--- src/rtl/alu_pkg.sv ---
// Shared definitions for the ALU arbiter: ALU op codes and FSM state encoding.
package alu_pkg;

  localparam logic [1:0] ALU_ADD = 2'b00;
  localparam logic [1:0] ALU_SUB = 2'b01;
  localparam logic [1:0] ALU_AND = 2'b10;
  localparam logic [1:0] ALU_NOR = 2'b11;

  typedef enum logic [1:0] {
    IDLE = 2'd0,
    EXEC = 2'd1,
    RESP = 2'd2
  } state_t;

endpackage

--- src/rtl/alu_arbiter_alu.sv ---
// Combinational ALU: add, sub, and, nor. All results wrap modulo 2^WIDTH.
module alu_arbiter_alu
  import alu_pkg::*;
#(
  parameter int WIDTH = 32
) (
  input  logic [WIDTH-1:0] a,
  input  logic [WIDTH-1:0] b,
  input  logic [1:0]       alu_control,
  output logic [WIDTH-1:0] result,
  output logic             zero
);

  // Select the operation; carry and overflow are simply dropped.
  always_comb begin
    result = '0;
    case (alu_control)
      ALU_ADD: result = a + b;
      ALU_SUB: result = a - b;
      ALU_AND: result = a & b;
      ALU_NOR: result = ~(a | b);
      default: result = '0;
    endcase
  end

  assign zero = (result == '0);

endmodule

--- src/rtl/alu_arbiter.sv ---
// Round-robin arbiter sharing one ALU between NUM_REQ requesters.
// Flow: IDLE (arbitrate + accept) -> EXEC (compute) -> RESP (hold until taken).
module alu_arbiter
  import alu_pkg::*;
#(
  parameter int NUM_REQ = 2,
  parameter int WIDTH   = 32,
  parameter int PTR_W   = $clog2(NUM_REQ)
) (
  input  logic                     clk,
  input  logic                     rst_n,
  input  logic [NUM_REQ-1:0]       req_valid,
  output logic [NUM_REQ-1:0]       req_ready,
  input  logic [NUM_REQ*WIDTH-1:0] req_a,
  input  logic [NUM_REQ*WIDTH-1:0] req_b,
  input  logic [NUM_REQ*2-1:0]     req_op,
  output logic [NUM_REQ-1:0]       rsp_valid,
  input  logic [NUM_REQ-1:0]       rsp_ready,
  output logic [WIDTH-1:0]         rsp_result,
  output logic                     rsp_zero,
  output logic                     busy
);

  // Pick the first valid index starting at ptr, wrapping by explicit compare so
  // non-power-of-two NUM_REQ works. Scanning far-to-near lets the nearest win.
  // Returns {found, index}.
  function automatic logic [PTR_W:0] rr_pick(input logic [NUM_REQ-1:0] valid,
                                             input logic [PTR_W-1:0]   ptr);
    logic [PTR_W:0]   pick;
    logic [PTR_W-1:0] idx_p;
    int               idx;
    pick = '0;
    for (int k = NUM_REQ - 1; k >= 0; k--) begin
      idx = int'(ptr) + k;
      if (idx >= NUM_REQ) idx = idx - NUM_REQ;
      idx_p = PTR_W'(idx);
      if (valid[idx_p]) pick = {1'b1, idx_p};
    end
    return pick;
  endfunction

  logic [WIDTH-1:0] w_a_arr  [NUM_REQ];
  logic [WIDTH-1:0] w_b_arr  [NUM_REQ];
  logic [1:0]       w_op_arr [NUM_REQ];

  genvar gi;
  generate
    for (gi = 0; gi < NUM_REQ; gi++) begin : g_unpack
      assign w_a_arr[gi]  = req_a[gi*WIDTH +: WIDTH];
      assign w_b_arr[gi]  = req_b[gi*WIDTH +: WIDTH];
      assign w_op_arr[gi] = req_op[gi*2 +: 2];
    end
  endgenerate

  state_t           r_state;
  state_t           w_state_next;
  logic [PTR_W-1:0] r_rr_ptr;
  logic [PTR_W-1:0] r_grant;
  logic [WIDTH-1:0] r_a;
  logic [WIDTH-1:0] r_b;
  logic [1:0]       r_op;
  logic [WIDTH-1:0] r_result;
  logic             r_zero;

  logic [PTR_W:0]     w_pick;
  logic               w_found;
  logic [PTR_W-1:0]   w_win;
  logic [PTR_W-1:0]   w_next_ptr;
  logic [NUM_REQ-1:0] w_req_ready;
  logic [NUM_REQ-1:0] w_rsp_valid;
  logic               w_accept;
  logic               w_release;
  logic [WIDTH-1:0]   w_alu_result;
  logic               w_alu_zero;

  assign w_pick  = rr_pick(req_valid, r_rr_ptr);
  assign w_found = w_pick[PTR_W];
  assign w_win   = w_pick[PTR_W-1:0];

  assign w_next_ptr = (r_grant == PTR_W'(NUM_REQ - 1)) ? '0 : r_grant + 1'b1;

  alu_arbiter_alu #(
    .WIDTH (WIDTH)
  ) u_alu (
    .a           (r_a),
    .b           (r_b),
    .alu_control (r_op),
    .result      (w_alu_result),
    .zero        (w_alu_zero)
  );

  // Next-state and handshake decode; everything defaults to idle/zero.
  always_comb begin
    w_state_next = r_state;
    w_req_ready  = '0;
    w_rsp_valid  = '0;
    w_accept     = 1'b0;
    w_release    = 1'b0;
    case (r_state)
      IDLE: begin
        if (w_found) begin
          w_req_ready[w_win] = 1'b1;
          w_accept           = 1'b1;
          w_state_next       = EXEC;
        end
      end
      EXEC: w_state_next = RESP;
      RESP: begin
        w_rsp_valid[r_grant] = 1'b1;
        if (rsp_ready[r_grant]) begin
          w_release    = 1'b1;
          w_state_next = IDLE;
        end
      end
      default: w_state_next = IDLE;
    endcase
  end

  // State register.
  always_ff @(posedge clk or negedge rst_n) begin
    if (!rst_n) r_state <= IDLE;
    else        r_state <= w_state_next;
  end

  // Latch operands on accept, capture the ALU output in EXEC, advance the pointer on release.
  always_ff @(posedge clk or negedge rst_n) begin
    if (!rst_n) begin
      r_rr_ptr <= '0;
      r_grant  <= '0;
      r_a      <= '0;
      r_b      <= '0;
      r_op     <= '0;
      r_result <= '0;
      r_zero   <= 1'b0;
    end else begin
      if (w_accept) begin
        r_grant <= w_win;
        r_a     <= w_a_arr[w_win];
        r_b     <= w_b_arr[w_win];
        r_op    <= w_op_arr[w_win];
      end
      if (r_state == EXEC) begin
        r_result <= w_alu_result;
        r_zero   <= (w_alu_result == '0);
      end
      if (w_release) r_rr_ptr <= w_next_ptr;
    end
  end

  // The ALU's own zero flag must always agree with the result we register from.
  always_comb begin
    assert (w_alu_zero == (w_alu_result == '0));
  end

  // Accept is never offered while reset is held.
  assign req_ready  = w_req_ready & {NUM_REQ{rst_n}};
  assign rsp_valid  = w_rsp_valid;
  assign rsp_result = r_result;
  assign rsp_zero   = r_zero;
  assign busy       = (r_state != IDLE);

endmodule

--- config.mk ---
export PLATFORM = sky130hd
export DESIGN_NAME = alu_arbiter
export DESIGN_NICKNAME = d
export VERILOG_FILES = /design/src/rtl/alu_pkg.sv /design/src/rtl/alu_arbiter_alu.sv /design/src/rtl/alu_arbiter.sv
export SDC_FILE = /design/constraint.sdc
export NUM_CORES = 1
export LEC_CHECK = 0
export CAP_MARGIN = 20
export CORE_MARGIN = 4
export CORE_UTILIZATION = 55
export DETAILED_ROUTE_END_ITERATION = 8
export PLACE_DENSITY = 0.88
export SLEW_MARGIN = 15
export SYNTH_ARGS = -nofsm -noshare
export SYNTH_HDL_FRONTEND = slang
export SYNTH_SLANG_ARGS = --single-unit
--- constraint.sdc ---
create_clock -name clk -period 7 [get_ports clk]
set_input_delay 1.75 -clock clk [delete_from_list [all_inputs] [get_ports clk]]
set_output_delay 1.75 -clock clk [all_outputs]
set_load 0.01 [all_outputs]
==> flow_summary.json, run 1 <==
{
  "drt_wl_total_um": 23500,
  "outcome": "finished, final reports clean",
  "drt_iter0_drc": 1003,
  "synth_xor_area_share_pct": 5.46,
  "async_flop_share_pct": 100,
  "syn2layout_area_growth_pct": 26.6,
  "finalHoldViolations": 0,
  "syn_area_mm2": 0.00789,
  "rsz0062_at_grt": "false",
  "clk_latency_ps": 360,
  "cts.clk_slew.worst_paths_ps": 70,
  "slew_violations": 0,
  "fin_ws_ps": 1900,
  "crit_path_max_fanout": 2,
  "ys_seq_elements": 103,
  "synth-simple-area-share_pct": 20.3,
  "muxShareOfSynthArea_pct": 1.08,
  "avgSynthCellArea_um2": 8.26,
  "synth_warnings": 0,
  "clkSinkCount": 103,
  "relSlewSlack_pct": 38.2,
  "start_util_pct": 56.6,
  "die_h_um": 128,
  "synth_top_family_by_area": "compound AO/OA/AOI/OAI gates",
  "via_per_inst": 6.35,
  "ant_nets": 0,
  "tightest_slew_ps": 927,
  "critPathLaunchType": "input port",
  "cts_max_level": 3,
  "first_global_vias": 7577,
  "remaining_drc_errors": 0,
  "dpl.hpwl_um": 17300,
  "worstHoldPathType": "flop to flop",
  "cts_setup_buffers": 0,
  "grt_max_degree": 69,
  "endpoint_kind": "primary output",
  "setup_viol": 0,
  "synthesis.nets": 1128,
  "num_rows": 43,
  "synth_adder_area_share_pct": 5.65,
  "final.setup.tns_ps": 0,
  "vias": 8049,
  "antenna_found_initial": 0,
  "io_buffer_count": 175,
  "grt_remaining_overflow": 0,
  "synth-main-ff-cell": "dfrtp_1",
  "wl_per_cell_um": 18.6,
  "hold_ws_ps": 478,
  "pre_cts_ws_ps": 1890,
  "core_mm2": 0.0139,
  "fin_skew_ps": 5.72,
  "synth_cell_types": 75,
  "final_nets": 1255,
  "cts_made_buffers": 9,
  "drt_pass1_iterations": 9,
  "die_x_um": 128,
  "postCtsHoldBufs": 0,
  "synth_compound_area_share_pct": 26.9,
  "place.gp.congestion": 0.968,
  "grt_pass1_wl_um": 37500,
  "netlist_instances": 955,
  "fin_crit_ps": 5100,
  "yosysSeqAreaShare_pct": 32.7,
  "critPathArrivalTime_ps": 3350,
  "fmax_mhz": 196,
  "reg2reg_setup_slack_ps": 1970,
  "synth-edff-count": 0,
  "crit_type": "input port to primary output",
  "cts.path.max_buffers": 2,
  "drive_above_1_share_pct": 5.52,
  "die_area_mm2": 0.0163,
  "finalCritPeriodShare_pct": 72.9,
  "num_antenna_cells": 0,
  "tritoncts": "yes",
  "cts-root-buf": "clkbuf_16",
  "worst_ep_required_time_ps": 5250,
  "cap_viol_max_count": 0,
  "ios": 176,
  "grt_usage_pct": 28.4,
  "post_cts_resized": 0
}
[cell usage after synthesis, types with 3 or more instances]
cell type	n	area share [%]
a222oi_1	66	8.4
ha_1	34	5.4
a21boi_0	3	0.29
nand2_1	102	4.9
or3b_2	6	0.67
buf_1	3	0.14
clkbuf_1	60	2.9
nor3_1	15	0.95
o21bai_1	3	0.29
or3_1	7	0.56
nor4_1	4	0.32
and2_1	4	0.32
nor3b_1	10	0.95
dfrtp_1	103	33
nor2_1	65	3.1
xnor2_1	31	3.4
buf_6	3	0.43
mux2i_1	4	0.51
and3_1	7	0.56
mux2_2	4	0.57
a31o_2	3	0.33
and3b_1	6	0.67
o31ai_1	6	0.57
o41ai_1	4	0.44
a211oi_1	7	0.67
or4_1	3	0.29
nand3b_1	12	1.1
nor2b_1	9	0.71
o21a_1	11	1.0
xor2_1	15	1.7
a21oi_1	72	4.6
and4_1	3	0.33
inv_1	89	4.2
nand3_1	12	0.76
o2111ai_1	3	0.33
a21o_1	8	0.76
nand2b_1	10	0.79
nand4_1	13	1.0
o211ai_1	14	1.3
a31oi_1	10	0.79
o21ai_0	69	4.4
[worst max-delay path: stages]
cell and delay, ps:
clkdlybuf4s50_1 520, inv_1 90, o21ai_0 320, nor2_4 50
and2_1 150, clkdlybuf4s50_1 470
[state kept, by name (all words and copies together) (netlist names)]
signal / cells
r_a: 32
r_grant: 1
rsp_zero: 1
r_b: 32
r_rr_ptr: 1
rsp_result: 32
r_state: 2
r_op: 2
[cell type report]
class	instances	area, um2
clock buffer	9	225
clock inverter	7	80.1
fill	1059	3950
inverter	90	338
multi-input combinational	693	4710
sequential	103	2580
tap	180	225
timing repair buffer	185	1820
[per-stage QoR]
step                      instances  utilization [%]  instance area (um2)
after floorplan                 955                -                 7890
after global placement         1251             69.5                 9680
after detailed placement       1251             69.5                 9680
after CTS                      1267             71.6                 9980
after global routing           1267             71.6                 9980
final                          1267             71.6                 9980
[layout by cell type, fill, tap and decap left out, drive strengths merged, types with 11 or more instances in the layout]
| cell type | instances |
|---|---|
| nor3 | 16 |
| nor3b | 11 |
| o211ai | 14 |
| o21ai | 71 |
| ha | 34 |
| buf | 11 |
| nand4 | 13 |
| a21oi | 74 |
| inv | 92 |
| nand3b | 12 |
| a222oi | 66 |
| o21a | 11 |
| xnor2 | 32 |
| dfrtp | 103 |
| nor2 | 65 |
| clkdlybuf4s50 | 174 |
| nand2 | 102 |
| nand3 | 12 |
| xor2 | 15 |
[routing by layer]
| layer | part of all wire [%] | global-route usage, % | up-vias |
|---|---|---|---|
| met2 | 49 | 46.8 | 356 |
| met1 | 41 | 37.4 | 3870 |
| met4 | 2.9 | 11.3 | 0 |
| met3 | 7.0 | 4.58 | 52 |
| met5 | 0 | 0 | - |
| li1 | - | - | 3771 |
[worst paths after layout]
kind	from	end	cells past startpoint
max	req_valid[0]	req_ready[1]	6
min	rsp_result[15]	rsp_result[15]	2
max reg2reg	r_op[0]	rsp_zero	15
min reg2reg	rsp_result[15]	rsp_result[15]	2
max in group asynchronous	rst_n	r_a[29]	2
min in group asynchronous	rst_n	r_b[9]	1
[logic make-up after synthesis]
group           count (synthesis)
compound gates                301
xor+xnor                       47
fa+ha+maj                      35
buf+inv                       159
flops                         103
mux                             8
simple gates                  302
Power of run 1 is left out: the tool's default activity adds up to more than one toggle a clock period on the data nets, which glitch-free logic cannot reach.
==> inputs of run 2 (changes only) <==
--- a/config.mk
+++ b/config.mk
@@ -7,9 +7,9 @@
 export LEC_CHECK = 0
 export CAP_MARGIN = 20
 export CORE_MARGIN = 4
-export CORE_UTILIZATION = 55
+export CORE_UTILIZATION = 47
 export DETAILED_ROUTE_END_ITERATION = 8
-export PLACE_DENSITY = 0.88
+export PLACE_DENSITY = 0.8
 export SLEW_MARGIN = 15
 export SYNTH_ARGS = -nofsm -noshare
 export SYNTH_HDL_FRONTEND = slang
==> constraint.sdc (replaced) <==
create_clock -name clk -period 4.2 [get_ports clk]
set_input_delay 1.05 -clock clk [delete_from_list [all_inputs] [get_ports clk]]
set_output_delay 1.05 -clock clk [all_outputs]
set_load 0.01 [all_outputs]
==> flow_summary.json, run 2 (synthesis gave the netlist of run 1 again) <==
{
  "outcome": "finished, final reports clean",
  "dpl.hpwl_um": 19600,
  "worstHoldEndpoint": "rsp_result[17]",
  "cap_viol_max_count": 0,
  "slew_violations": 0,
  "fin_crit_ps": 4100,
  "cts_max_level": 3,
  "multi_input_area_mm2": 0.00491,
  "die_h_um": 138,
  "clkSinkCount": 103,
  "first_global_vias": 7982,
  "tightest_slew_ps": 754,
  "critPathArrivalTime_ps": 4390,
  "layout_common_cells": "clkdlybuf4s50_1, dfrtp_1, nand2_1",
  "worst_ep_required_time_ps": 4500,
  "via_per_inst": 5.98,
  "ios": 176,
  "num_antenna_cells": 0,
  "remaining_drc_errors": 0,
  "r2r-start": "r_b[14]",
  "drt_iter0_drc": 888,
  "layout_commonest_cell": "clkdlybuf4s50_1",
  "worstHoldPathType": "flop to flop",
  "syn2layout_area_growth_pct": 39.1,
  "setup_viol": 0,
  "cts_made_buffers": 9,
  "drive_above_1_share_pct": 15.8,
  "drt_pass1_iterations": 7,
  "grt_pass1_wl_um": 40600,
  "crit_path_max_fanout": 6,
  "crit_type": "flop to flop",
  "worstHoldStart": "rsp_result[17]",
  "start_util_pct": 47.7,
  "reg2reg_setup_slack_ps": 100,
  "wl_per_cell_um": 18.7,
  "drt_wl_total_um": 26200,
  "num_rows": 47,
  "min_path_cells": 2,
  "antenna_found_initial": 0,
  "clk_latency_ps": 370,
  "placed_cells": 1379,
  "grt_max_degree": 68,
  "relSlewSlack_pct": 49.7,
  "vias": 8365,
  "final_cells": 1399,
  "fin_skew_ps": 13.5,
  "tritoncts": "yes",
  "die_x_um": 138,
  "finalHoldViolations": 0,
  "ant_nets": 0,
  "seqCellArea_mm2": 0.00258,
  "cts-root-buf": "clkbuf_16",
  "endpoint_kind": "flop",
  "die_area_mm2": 0.0189,
  "fill_cells": 1352,
  "core_mm2": 0.0165,
  "critPathLaunchType": "flop",
  "place.gp.congestion": 0.995,
  "grt_remaining_overflow": 0,
  "fmax_mhz": 244,
  "final_nets": 1347,
  "io_buffer_count": 175,
  "grt_usage_pct": 27.2,
  "regToRegEndpoint": "rsp_zero",
  "rsz0062_at_grt": "true",
  "cts.clk_slew.worst_paths_ps": 70,
  "reg2reg_depth": 17,
  "finalCritPeriodShare_pct": 97.5,
  "cts.path.max_buffers": 2
}
run 2: worst max-delay path, cell delays in order (launching register included):
cell and delay (ps):
dfrtp_1 380, or4_4 590, nor4_4 250, and3_1 260
buf_12 140, nand2_1 80, buf_4 140, o41ai_2 280
xor2_1 120, ha_1 360, and3_1 200, o211ai_1 130
buf_4 170, and4_2 220, a2111oi_2 280, nand4_1 170
nor4_2 150, a21o_1 110
run 2: metal layers:
metal  GRT usage (%)  wire length [um]  share of wire (%)
met1            34.6             10800                 41
met2            47.6             13200                 50
met3            3.91              1500                5.7
met4            8.26               705                2.7
met5               0                 0                  0
run 2: final cells by class:
cell class                 count  area share [%]
multi-input combinational    693            44.7
sequential                   103            23.5
timing repair buffer         277            23.2
inverter                      90            3.09
tap                          220            2.51
clock buffer                   9            2.05
clock inverter                 7           0.936
run 2: how the worst max path moves through the flow:
stage | start | endpoint | slack [ps] | cells past startpoint
floorplan | r_op[1] | rsp_zero | 9 | 20
global placement | r_b[4] | rsp_zero | 40 | 17
detailed placement | r_b[4] | rsp_zero | -70 | 16
CTS | r_b[14] | rsp_zero | 10 | 17
global route | r_b[14] | rsp_zero | -130 | 18
finish | r_b[14] | rsp_zero | 100 | 17
run 2: stage by stage:
step | hold slack, ps | util [%] | area (um2) | TNS, ps | setup WS (ps)
final | 476 | 66.4 | 11000 | 0 | 105
after global routing | 502 | 66.4 | 11000 | -136 | -133
after CTS | 481 | 65.3 | 10800 | 0 | 12.8
after detailed placement | 466 | 63.0 | 10400 | -70.7 | -70.7
after global placement | 461 | 63.0 | 10400 | 0 | 40.1
after floorplan | 484 | - | 7890 | 0 | 9.09
run 2: what timing repair did:
| action | 4_1_cts | 5_1_grt |
|---|---|---|
| endpoints found under the hold margin | 0 | 0 |
| setup endpoints to repair | 1 | 11 |
| buffers inserted | 2 | 2 |
| pin swaps | 2 | 12 |
| resized for setup | 6 | 41 |
| hold buffers | 0 | 0 |
Power of run 2 is left out for the same reason.
==> inputs of run 3 (changes only) <==
--- a/config.mk
+++ b/config.mk
@@ -5,11 +5,14 @@
 export SDC_FILE = /design/constraint.sdc
 export NUM_CORES = 1
 export LEC_CHECK = 0
+export ABC_CLOCK_PERIOD_IN_PS = 4200
 export CAP_MARGIN = 20
+export CELL_PAD_IN_SITES_DETAIL_PLACEMENT = 1
+export CELL_PAD_IN_SITES_GLOBAL_PLACEMENT = 1
 export CORE_MARGIN = 4
-export CORE_UTILIZATION = 47
+export CORE_UTILIZATION = 34
 export DETAILED_ROUTE_END_ITERATION = 8
-export PLACE_DENSITY = 0.8
+export PLACE_DENSITY = 0.79
 export SLEW_MARGIN = 15
 export SYNTH_ARGS = -nofsm -noshare
 export SYNTH_HDL_FRONTEND = slang
==> flow_summary.json, run 3 (synthesis gave the netlist of run 1 again) <==
{
  "outcome": "complete, but fails checks",
  "violations": "negative setup slack",
  "crit_top_cell": "buf_4",
  "wl_per_cell_um": 20.6,
  "drt_iter0_drc": 737,
  "hold_ws_ps": 481,
  "setup_viol": 1,
  "tightest_slew_ps": 749,
  "drt_wl_total_um": 30500,
  "cts_made_buffers": 9,
  "cts_max_level": 3,
  "grt_max_degree": 68,
  "worst_ep_required_time_ps": 4500,
  "path_cells": "or4_4 > nor2_4 > nand2_4 > buf_4 > o31ai_4 > xor2_1 > ha_1 > nand2_1 > o21ai_1 > a221o_1 > or3_4 > o211ai_1 > buf_4 > o41ai_1 > a2111oi_4 > nand4_1 > nor4_2 > a21o_1",
  "critPathLaunchType": "flop",
  "dpl.hpwl_um": 23200,
  "ant_nets": 0,
  "cp_slowest_stage_delay_ps": 590,
  "endpoint_kind": "flop",
  "regToRegEndpoint": "rsp_zero",
  "slowest_stage": "or4_4",
  "finalCritPeriodShare_pct": 100,
  "r2r-start": "r_b[8]",
  "final_util_pct": 49.1,
  "cap_viol_max_count": 0,
  "die_x_um": 160,
  "finalHoldViolations": 0,
  "num_rows": 55,
  "start_util_pct": 34.7,
  "antenna_found_initial": 0,
  "die_area_mm2": 0.0257,
  "place.gp.congestion": 0.925,
  "cts.clk_slew.worst_paths_ps": 70,
  "drive_above_1_share_pct": 16.6,
  "clkSinkCount": 103,
  "vias": 8529,
  "layout_common_cells": "clkdlybuf4s50_1, buf_4, dfrtp_1",
  "crit_path_max_fanout": 6,
  "die_h_um": 160,
  "crit_end": "rsp_zero",
  "routed.top_layer": "met4",
  "grt_pass1_wl_um": 48200,
  "final_nets": 1363,
  "postCtsHoldBufs": 0,
  "cts-root-buf": "clkbuf_16",
  "io_buffer_count": 175,
  "fin_skew_ps": 8.02,
  "fin_crit_ps": 4210,
  "route.met3.wl_um": 1230,
  "reg2reg_depth": 18,
  "reg2reg_setup_slack_ps": -10,
  "first_global_vias": 8924,
  "syn2layout_area_growth_pct": 41.5,
  "drt_pass1_iterations": 8,
  "tritoncts": "yes",
  "layout_commonest_cell": "clkdlybuf4s50_1",
  "pre_cts_ws_ps": -140,
  "fmax_mhz": 237,
  "relSlewSlack_pct": 50.0,
  "worstHoldPathType": "flop to flop",
  "final.setup.tns_ps": -13.3,
  "cp.depth": 18,
  "cp_num_buf_inv": 2,
  "critPathArrivalTime_ps": 4510,
  "crit_family": "simple AND/OR/NAND/NOR gates",
  "cts.path.max_buffers": 2,
  "wl_met2_um": 15600,
  "via_per_inst": 5.76,
  "cp-startpoint": "r_b[8]",
  "ios": 176,
  "fin_ws_ps": -13.3,
  "fill_cells": 2659,
  "slew_violations": 0,
  "clk_latency_ps": 360,
  "remaining_drc_errors": 0,
  "routedLengthMet1_um": 12700,
  "core_mm2": 0.0227,
  "grt_remaining_overflow": 0,
  "num_antenna_cells": 0,
  "rsz0062_at_grt": "true",
  "crit_type": "flop to flop",
  "grt_usage_pct": 23.3
}
run 3: how the worst min path moves through the flow:
stage | start | end | depth (start not counted)
floorplan | r_rr_ptr | r_rr_ptr | 2
global placement | rsp_result[5] | rsp_result[5] | 1
detailed placement | rsp_result[2] | rsp_result[2] | 2
CTS | rst_n | r_rr_ptr | 1
global route | rst_n | r_rr_ptr | 1
finish | rsp_result[2] | rsp_result[2] | 2
run 3: stage by stage:
stage,cells,area (um2)
after global routing,1480,11200
after CTS,1473,11000
after detailed placement,1451,10600
final,1480,11200
after global placement,1451,10600
after floorplan,955,7890
run 3: area by class of cell:
class / count / area [um2] / share of cell area, %
Clock buffer: 14 / 274 / 2.46
Clock inverter: 2 / 37.5 / 0.336
Inverter: 90 / 339 / 3.04
Multi-Input combinational cell: 693 / 4910 / 44.0
Sequential cell: 103 / 2580 / 23.1
Tap cell: 285 / 357 / 3.20
Timing Repair Buffer: 293 / 2660 / 23.8
run 3: layer usage:
layer  GRT usage (%)  vias to the layer above
li1                -                     3987
met1            28.8                     4232
met2            41.4                      256
met3            2.94                       54
met4            8.72                        0
met5               0                        -
run 3: timing repair:
| action | 4_1_cts | 5_1_grt |
|---|---|---|
| resized for setup | 14 | 29 |
| pin swaps | 9 | 11 |
| endpoints found under the setup margin | 1 | 10 |
| setup buffers | 6 | 7 |
run 3: worst reg2reg max path: stages (launching register included):
cell and delay (ps):
dfrtp_1 390, or4_4 590, nor2_4 140, nand2_4 80, buf_4 150, o31ai_4 170, xor2_1 180, ha_1 310
nand2_1 110, o21ai_1 90, a221o_1 380, or3_4 360, o211ai_1 240, buf_4 160, o41ai_1 100, a2111oi_4 220
nand4_1 170, nor4_2 190, a21o_1 130
Power of run 3 is left out for the same reason.
